==> src/rtl/hazard_controller_if.sv <==
// hazard_controller_if
// Bundles every pipeline-facing signal of the hazard controller.
//   master : the pipeline side, drives register numbers, write enables, load /
//            branch / redirect / syscall indications and syscall_done; receives
//            stalls, flushes, forwarding selects, syscall_go and busy.
//   slave  : the hazard controller itself (directions mirrored).
interface hazard_controller_if;
  logic [4:0] rs_d;
  logic [4:0] rt_d;
  logic [4:0] rs_e;
  logic [4:0] rt_e;
  logic [4:0] write_reg_e;
  logic [4:0] write_reg_m;
  logic [4:0] write_reg_w;
  logic       reg_write_e;
  logic       reg_write_m;
  logic       reg_write_w;
  logic       mem_to_reg_e;
  logic       mem_to_reg_m;
  logic       branch_d;
  logic       pc_src_d;
  logic       syscall_e;
  logic       syscall_done;
  logic       stall_f;
  logic       stall_d;
  logic       flush_d;
  logic       flush_e;
  logic [1:0] forward_a_e;
  logic [1:0] forward_b_e;
  logic       forward_a_d;
  logic       forward_b_d;
  logic       syscall_go;
  logic       busy;

  modport master (
    output rs_d, rt_d, rs_e, rt_e, write_reg_e, write_reg_m, write_reg_w,
           reg_write_e, reg_write_m, reg_write_w, mem_to_reg_e, mem_to_reg_m,
           branch_d, pc_src_d, syscall_e, syscall_done,
    input  stall_f, stall_d, flush_d, flush_e, forward_a_e, forward_b_e,
           forward_a_d, forward_b_d, syscall_go, busy
  );

  modport slave (
    input  rs_d, rt_d, rs_e, rt_e, write_reg_e, write_reg_m, write_reg_w,
           reg_write_e, reg_write_m, reg_write_w, mem_to_reg_e, mem_to_reg_m,
           branch_d, pc_src_d, syscall_e, syscall_done,
    output stall_f, stall_d, flush_d, flush_e, forward_a_e, forward_b_e,
           forward_a_d, forward_b_d, syscall_go, busy
  );
endinterface

==> src/rtl/hazard_controller.sv <==
// hazard_controller
// Stall / flush / forwarding decisions for the F, D and E stages of the
// five-stage pipeline, plus a RUN -> DRAIN -> SERVICE -> RESUME sequencer that
// drains the pipe on a syscall and hands over to the syscall service logic.
// Ports:
//   clk          clock, all state changes on its rising edge
//   rst          synchronous active-high reset
//   bus          hazard_controller_if.slave, all pipeline-facing signals
//   stall_count  (only with HAZARD_PERF_EN defined) saturating count of
//                cycles with stall_d high, cleared by rst
// Parameter DRAIN_CYCLES (1..7): cycles spent in DRAIN.
// Optional feature macro: HAZARD_PERF_EN.
module hazard_controller #(
  parameter int unsigned DRAIN_CYCLES = 2
) (
  input  logic               clk,
  input  logic               rst,
  hazard_controller_if.slave bus
`ifdef HAZARD_PERF_EN
  ,
  output logic [31:0]        stall_count
`endif
);

  localparam logic [1:0] ST_RUN     = 2'd0;
  localparam logic [1:0] ST_DRAIN   = 2'd1;
  localparam logic [1:0] ST_SERVICE = 2'd2;
  localparam logic [1:0] ST_RESUME  = 2'd3;
  localparam logic [2:0] DRAIN_LOAD = 3'(DRAIN_CYCLES - 32'd1);

  logic [1:0] state_q, state_d;
  logic [2:0] cnt_q, cnt_d;
  logic       first_q, first_d;
  logic       lwstall_s, brstall_s, hazard_s;

  // Register 0 is hard-wired, so it never counts as a dependency.
  function automatic logic reg_match(input logic [4:0] src, input logic [4:0] dst);
    return (src != 5'd0) && (src == dst);
  endfunction

  function automatic logic [1:0] fwd_sel_e(input logic [4:0] src, input logic rw_m,
                                           input logic [4:0] wr_m, input logic rw_w,
                                           input logic [4:0] wr_w);
    if (rw_m && reg_match(src, wr_m)) begin
      return 2'b10;
    end else if (rw_w && reg_match(src, wr_w)) begin
      return 2'b01;
    end else begin
      return 2'b00;
    end
  endfunction

  // Forwarding selects and raw hazard detection, independent of the sequencer state.
  always_comb begin
    bus.forward_a_e = fwd_sel_e(bus.rs_e, bus.reg_write_m, bus.write_reg_m,
                                bus.reg_write_w, bus.write_reg_w);
    bus.forward_b_e = fwd_sel_e(bus.rt_e, bus.reg_write_m, bus.write_reg_m,
                                bus.reg_write_w, bus.write_reg_w);
    bus.forward_a_d = bus.reg_write_m & reg_match(bus.rs_d, bus.write_reg_m);
    bus.forward_b_d = bus.reg_write_m & reg_match(bus.rt_d, bus.write_reg_m);
    lwstall_s = bus.mem_to_reg_e &
                (reg_match(bus.rs_d, bus.write_reg_e) | reg_match(bus.rt_d, bus.write_reg_e));
    // A compare-in-D branch cannot use an E result or a load still in M.
    brstall_s = bus.branch_d &
                ((bus.reg_write_e &
                  (reg_match(bus.rs_d, bus.write_reg_e) | reg_match(bus.rt_d, bus.write_reg_e))) |
                 (bus.mem_to_reg_m &
                  (reg_match(bus.rs_d, bus.write_reg_m) | reg_match(bus.rt_d, bus.write_reg_m))));
    hazard_s  = lwstall_s | brstall_s | bus.syscall_e;
  end

  // Sequencer state, drain counter and SERVICE entry flag.
  always_ff @(posedge clk) begin
    if (rst) begin
      state_q <= ST_RUN;
      cnt_q   <= 3'd0;
      first_q <= 1'b0;
    end else begin
      state_q <= state_d;
      cnt_q   <= cnt_d;
      first_q <= first_d;
    end
  end

  // Next-state logic of the syscall sequencer.
  always_comb begin
    state_d = state_q;
    cnt_d   = cnt_q;
    case (state_q)
      ST_RUN: begin
        if (bus.syscall_e) begin
          state_d = ST_DRAIN;
          cnt_d   = DRAIN_LOAD;
        end else begin
          state_d = ST_RUN;
        end
      end
      ST_DRAIN: begin
        if (cnt_q == 3'd0) begin
          state_d = ST_SERVICE;
        end else begin
          cnt_d = cnt_q - 3'd1;
        end
      end
      ST_SERVICE: begin
        if (bus.syscall_done) begin
          state_d = ST_RESUME;
        end else begin
          state_d = ST_SERVICE;
        end
      end
      ST_RESUME: state_d = ST_RUN;
      default:   state_d = ST_RUN;
    endcase
    // Flag is set only on the transition into SERVICE, so syscall_go fires once.
    first_d = (state_d == ST_SERVICE) && (state_q != ST_SERVICE);
  end

  // Per-state stall / flush / handshake outputs.
  always_comb begin
    bus.stall_f = 1'b0;
    bus.stall_d = 1'b0;
    bus.flush_d = 1'b0;
    bus.flush_e = 1'b0;
    case (state_q)
      ST_RUN: begin
        bus.stall_f = hazard_s;
        bus.stall_d = hazard_s;
        bus.flush_e = hazard_s;
        bus.flush_d = bus.pc_src_d & ~hazard_s;
      end
      ST_DRAIN, ST_SERVICE: begin
        bus.stall_f = 1'b1;
        bus.stall_d = 1'b1;
        bus.flush_e = 1'b1;
      end
      ST_RESUME: begin
        // D/E still holds the syscall-era bubble contents; clear them once.
        bus.flush_e = 1'b1;
        bus.flush_d = bus.pc_src_d;
      end
      default: begin
        bus.stall_f = 1'b0;
      end
    endcase
    // Gated by rst so a reset landing on the first SERVICE cycle emits no pulse.
    bus.syscall_go = (state_q == ST_SERVICE) & first_q & ~rst;
    bus.busy       = (state_q != ST_RUN);
  end

`ifdef HAZARD_PERF_EN
  logic [31:0] stall_count_q;

  // Saturating count of cycles in which decode is held.
  always_ff @(posedge clk) begin
    if (rst) begin
      stall_count_q <= 32'd0;
    end else if (bus.stall_d && (stall_count_q != 32'hFFFF_FFFF)) begin
      stall_count_q <= stall_count_q + 32'd1;
    end else begin
      stall_count_q <= stall_count_q;
    end
  end

  assign stall_count = stall_count_q;
`endif

endmodule

==> src/flat_wrapper.sv <==
// flat-port wrapper written by rule: the top's interface ports become plain ports
module hazard_controller_flat 
#(
  parameter int unsigned DRAIN_CYCLES = 2
)
  (clk, rst, bus_rs_d, bus_rt_d, bus_rs_e, bus_rt_e, bus_write_reg_e, bus_write_reg_m, bus_write_reg_w, bus_reg_write_e, bus_reg_write_m, bus_reg_write_w, bus_mem_to_reg_e, bus_mem_to_reg_m, bus_branch_d, bus_pc_src_d, bus_syscall_e, bus_syscall_done, bus_stall_f, bus_stall_d, bus_flush_d, bus_flush_e, bus_forward_a_e, bus_forward_b_e, bus_forward_a_d, bus_forward_b_d, bus_syscall_go, bus_busy);
  hazard_controller_if bus_i ();
  input  logic clk;
  input  logic rst;
  input wire logic [$bits(bus_i.rs_d)-1:0] bus_rs_d;
  input wire logic [$bits(bus_i.rt_d)-1:0] bus_rt_d;
  input wire logic [$bits(bus_i.rs_e)-1:0] bus_rs_e;
  input wire logic [$bits(bus_i.rt_e)-1:0] bus_rt_e;
  input wire logic [$bits(bus_i.write_reg_e)-1:0] bus_write_reg_e;
  input wire logic [$bits(bus_i.write_reg_m)-1:0] bus_write_reg_m;
  input wire logic [$bits(bus_i.write_reg_w)-1:0] bus_write_reg_w;
  input wire logic [$bits(bus_i.reg_write_e)-1:0] bus_reg_write_e;
  input wire logic [$bits(bus_i.reg_write_m)-1:0] bus_reg_write_m;
  input wire logic [$bits(bus_i.reg_write_w)-1:0] bus_reg_write_w;
  input wire logic [$bits(bus_i.mem_to_reg_e)-1:0] bus_mem_to_reg_e;
  input wire logic [$bits(bus_i.mem_to_reg_m)-1:0] bus_mem_to_reg_m;
  input wire logic [$bits(bus_i.branch_d)-1:0] bus_branch_d;
  input wire logic [$bits(bus_i.pc_src_d)-1:0] bus_pc_src_d;
  input wire logic [$bits(bus_i.syscall_e)-1:0] bus_syscall_e;
  input wire logic [$bits(bus_i.syscall_done)-1:0] bus_syscall_done;
  output wire logic [$bits(bus_i.stall_f)-1:0] bus_stall_f;
  output wire logic [$bits(bus_i.stall_d)-1:0] bus_stall_d;
  output wire logic [$bits(bus_i.flush_d)-1:0] bus_flush_d;
  output wire logic [$bits(bus_i.flush_e)-1:0] bus_flush_e;
  output wire logic [$bits(bus_i.forward_a_e)-1:0] bus_forward_a_e;
  output wire logic [$bits(bus_i.forward_b_e)-1:0] bus_forward_b_e;
  output wire logic [$bits(bus_i.forward_a_d)-1:0] bus_forward_a_d;
  output wire logic [$bits(bus_i.forward_b_d)-1:0] bus_forward_b_d;
  output wire logic [$bits(bus_i.syscall_go)-1:0] bus_syscall_go;
  output wire logic [$bits(bus_i.busy)-1:0] bus_busy;
  assign bus_i.rs_d = bus_rs_d;
  assign bus_i.rt_d = bus_rt_d;
  assign bus_i.rs_e = bus_rs_e;
  assign bus_i.rt_e = bus_rt_e;
  assign bus_i.write_reg_e = bus_write_reg_e;
  assign bus_i.write_reg_m = bus_write_reg_m;
  assign bus_i.write_reg_w = bus_write_reg_w;
  assign bus_i.reg_write_e = bus_reg_write_e;
  assign bus_i.reg_write_m = bus_reg_write_m;
  assign bus_i.reg_write_w = bus_reg_write_w;
  assign bus_i.mem_to_reg_e = bus_mem_to_reg_e;
  assign bus_i.mem_to_reg_m = bus_mem_to_reg_m;
  assign bus_i.branch_d = bus_branch_d;
  assign bus_i.pc_src_d = bus_pc_src_d;
  assign bus_i.syscall_e = bus_syscall_e;
  assign bus_i.syscall_done = bus_syscall_done;
  assign bus_stall_f = bus_i.stall_f;
  assign bus_stall_d = bus_i.stall_d;
  assign bus_flush_d = bus_i.flush_d;
  assign bus_flush_e = bus_i.flush_e;
  assign bus_forward_a_e = bus_i.forward_a_e;
  assign bus_forward_b_e = bus_i.forward_b_e;
  assign bus_forward_a_d = bus_i.forward_a_d;
  assign bus_forward_b_d = bus_i.forward_b_d;
  assign bus_syscall_go = bus_i.syscall_go;
  assign bus_busy = bus_i.busy;
  hazard_controller #(.DRAIN_CYCLES(DRAIN_CYCLES)) u_core (.clk(clk), .rst(rst), .bus(bus_i));
endmodule
==> config.mk <==
export PLATFORM = sky130hd
export DESIGN_NAME = hazard_controller_flat
export DESIGN_NICKNAME = d
export VERILOG_FILES = /design/src/rtl/hazard_controller_if.sv /design/src/rtl/hazard_controller.sv /design/src/flat_wrapper.sv
export SDC_FILE = /design/constraint.sdc
export NUM_CORES = 1
export LEC_CHECK = 0
export BUFFER_PORTS_ARGS = -buffer_cell sky130_fd_sc_hd__buf_2
export CORE_MARGIN = 5
export CORE_UTILIZATION = 47
export CTS_BUF_LIST = sky130_fd_sc_hd__clkbuf_16
export DETAILED_ROUTE_END_ITERATION = 12
export PLACE_DENSITY = 0.82
export SLEW_MARGIN = 20
export SYNTH_ARGS = -nofsm -noshare
export SYNTH_HDL_FRONTEND = slang
export SYNTH_SLANG_ARGS = --single-unit
==> constraint.sdc <==
create_clock -name clk -period 4.2 [get_ports clk]
set_input_delay 0 -clock clk [delete_from_list [all_inputs] [get_ports clk]]
set_output_delay 0 -clock clk [all_outputs]
set_load 0.01 [all_outputs]
==> metrics.cfg <==
[worst_setup_path]
cp_data_required_time_ns = 4.34
setup.reg_to_reg.worst_slack_ns = 2.41
timing.setup.critical_path_class = reg -> reg
crit_path_end_kind = register
arrival_ns = 1.93
critical_path_peak_fanout = 8
critPathLaunchType = register

[timing]
worstMarginPinSlew_ns = 0.362
worst_slack_ns = 2.41
slew_headroom_pct = 75.6
period_needed_ns = 1.79
timing_max_transition_violations_final = 0
fin_crit_sh_pct = 42.7
grt_setup_unrepaired = no
worst_clock_skew_ns = 0.00225
worst_hold_slack_ns = 0.0144
setup_viol_count_final = 0
hold_violations = 0
fin_setup_tns_ns = 0
clock.fmax_ghz = 0.558

[die]
num_io_pins = 58
num_rows = 16
starting_density_of_the_core_pct = 50.2
core_area_um2 = 1980
die_h_um = 56.0
horizontal_die_dimension_um = 56.0
fp.dieArea_um2 = 3140

[cts]
tritoncts = built
ctsLongestPathBuffers = 2
resized_gates_after_cts = 0
tritoncts.num_buffers = 3
post-cts-setup-buffers = 0
ctsRootBufferMaster = clkbuf_16
clock_tree.htree_level_count = 1
cts_num_sinks = 6
worst_setup_hold_path_clk_slew_ns = 0.03
holdBufCountCts = 0
worst_skew_pair.late_latency_ns = 0.23

[synthesis]
synth-seq-cells = 6
post_synth_top_flop = dfxtp_1
share_of_flip_flops_with_an_asynchronous_set_or_reset_after_synthesis_pct = 0
synthesis.nets = 177
seq_total_area_yosys_pct = 12.1
yosysTopAreaCellShare_pct = 24.7
ys.warnings.count = 0
netlist.top_cell.by_area = xnor2_1
synthesis.area_per_instance_um2 = 8.09
synth_enable_flop_cells = 0
post_synth_inst_count = 123
synth_area_um2 = 995
synth_area_leaders = xnor2_1 (25%), dfxtp_1 (12%), xor2_1 (11%)
number_of_distinct_library_cell_variants_in_the_gate_level_netlist_after_synthesis = 31

[place]
placement.cell_area_um2 = 1290
port-buffer-count = 57
detailedPlace.worstSlack_ns = 2.43
place.detailed.instances = 203
gpl.final_weighted_congestion = 0.830
hpwl_um = 2450

[drt]
drc = 0
via_count = 1105
drt.antenna.violating_nets = 0
number_of_detailed_routing_iterations_run_before_antenna_repair = 4
drt_iter0_markers = 23
routed_wire_length_per_instance_um = 13.5
drt_via_density = 5.36
postRouteWirelength_um = 2770

[power]
ir_drop_uv = 192
cellLeakagePower_nw = 0.650
power.density_cell_area_nw_per_um2 = 316
power_uw = 430

[global_routing]
antenna_found_initial = 0
global_routing_usage_on_met1_pct = 23.2
global_route.overflow_total = 0
grt_max_degree = 9
use_met3_pct = 4.18
first_global_vias = 1163
grt.met2_usage_pct = 32.6
grtUsageTotal_pct = 19.1
grt_first_pass_wirelength_um = 4960
busiest_layer = met2

[final_layout]
drive_above_1_share_pct = 35.8
finalNonFillerCells = 206
finalCoreUtilization_pct = 68.8
antenna-diode-count = 0
final_stage_net_count = 235
area_growth_from_synthesis_to_layout_pct = 37.0
post-route-cell-area_um2 = 1360

[job]
max-cap-violations = 0

[worst_hold_path]
min-delay-path-class = in -> reg

[status]
outcome = finished, final reports clean

==> power by group <==
part	internal, mW	switching (mW)
clock	0.122	0.0313
sequential	0.0693	0.0108
combinational	0.0896	0.107
==> layout by cell type, fill, tap and decap left out, types with 2 or more instances in the layout <==
cell | Yosys | layout
a21oi_1 | 6 | 6
buf_2 | 0 | 57
clkbuf_16 | 0 | 3
dfxtp_1 | 6 | 6
ha_1 | 8 | 8
inv_1 | 8 | 8
mux2i_1 | 2 | 2
nand2_1 | 3 | 3
nand3_1 | 4 | 4
nand4_1 | 4 | 4
nor2_1 | 7 | 7
nor4_1 | 7 | 7
o211a_1 | 3 | 3
or4_1 | 6 | 6
xnor2_1 | 28 | 28
xor2_1 | 13 | 13
==> Yosys cell counts, types with 2 or more instances <==
| library cell | instances |
|---|---|
| or4_1 | 6 |
| xor2_1 | 13 |
| mux2i_1 | 2 |
| nand3_1 | 4 |
| inv_1 | 8 |
| ha_1 | 8 |
| dfxtp_1 | 6 |
| nand4_1 | 4 |
| nor2_1 | 7 |
| o211a_1 | 3 |
| xnor2_1 | 28 |
| nor4_1 | 7 |
| a21oi_1 | 6 |
| nand2_1 | 3 |
| clkbuf_1 | 2 |
==> cells by family (layout without fill, tap and decap cells) <==
family	count (synthesis)	after routing	synth area share, %
AOI/OAI and AO/OA	14	14	10.2
adders and majority gates	8	8	10.1
buffers and inverters	12	68	5.66
and+or+nand+nor	40	40	23.9
DFF	6	6	12.1
xor gates and xnor gates	41	41	36.1
muxes	2	2	2.01
==> state kept, by name (all words and copies together) (netlist names) <==
register and count:
u_core.cnt_q 3, u_core.state_q 2, u_core.first_q 1
==> area by class of cell <==
type,count,area [um^2]
tap,27,33.8
clock buffer,3,75.1
inverter,8,30.0
sequential,6,120
fill,167,619
timing repair buffer,57,285
multi-input combinational,105,818
==> worst max-delay path, stage by stage (launching register included) <==
cell	delay [ns]
dfxtp_1	0.41
inv_1	0.12
ha_1	0.32
mux2i_1	0.18
a21oi_1	0.24
nand2_1	0.10
xor2_1	0.14
a311oi_1	0.18
==> routing by layer <==
| layer | part of all wire [%] | routed length, um |
|---|---|---|
| met1 | 41 | 1130 |
| met2 | 48 | 1340 |
| met3 | 9.4 | 261 |
| met4 | 1.4 | 40 |
| met5 | 0 | 0 |
==> path summary, 6_finish.rpt <==
check | startpoint | to | depth (start not counted)
setup / recovery | u_core.state_q[0]$_SDFF_PP0_ | u_core.cnt_q[2]$_SDFFE_PP0P_ | 7
hold / removal | rst | u_core.cnt_q[1]$_SDFFE_PP0P_ | 2
setup reg to reg | u_core.state_q[0]$_SDFF_PP0_ | u_core.cnt_q[2]$_SDFFE_PP0P_ | 7
hold reg to reg | u_core.cnt_q[1]$_SDFFE_PP0P_ | u_core.cnt_q[1]$_SDFFE_PP0P_ | 2
(Power assumes the default switching activity.)
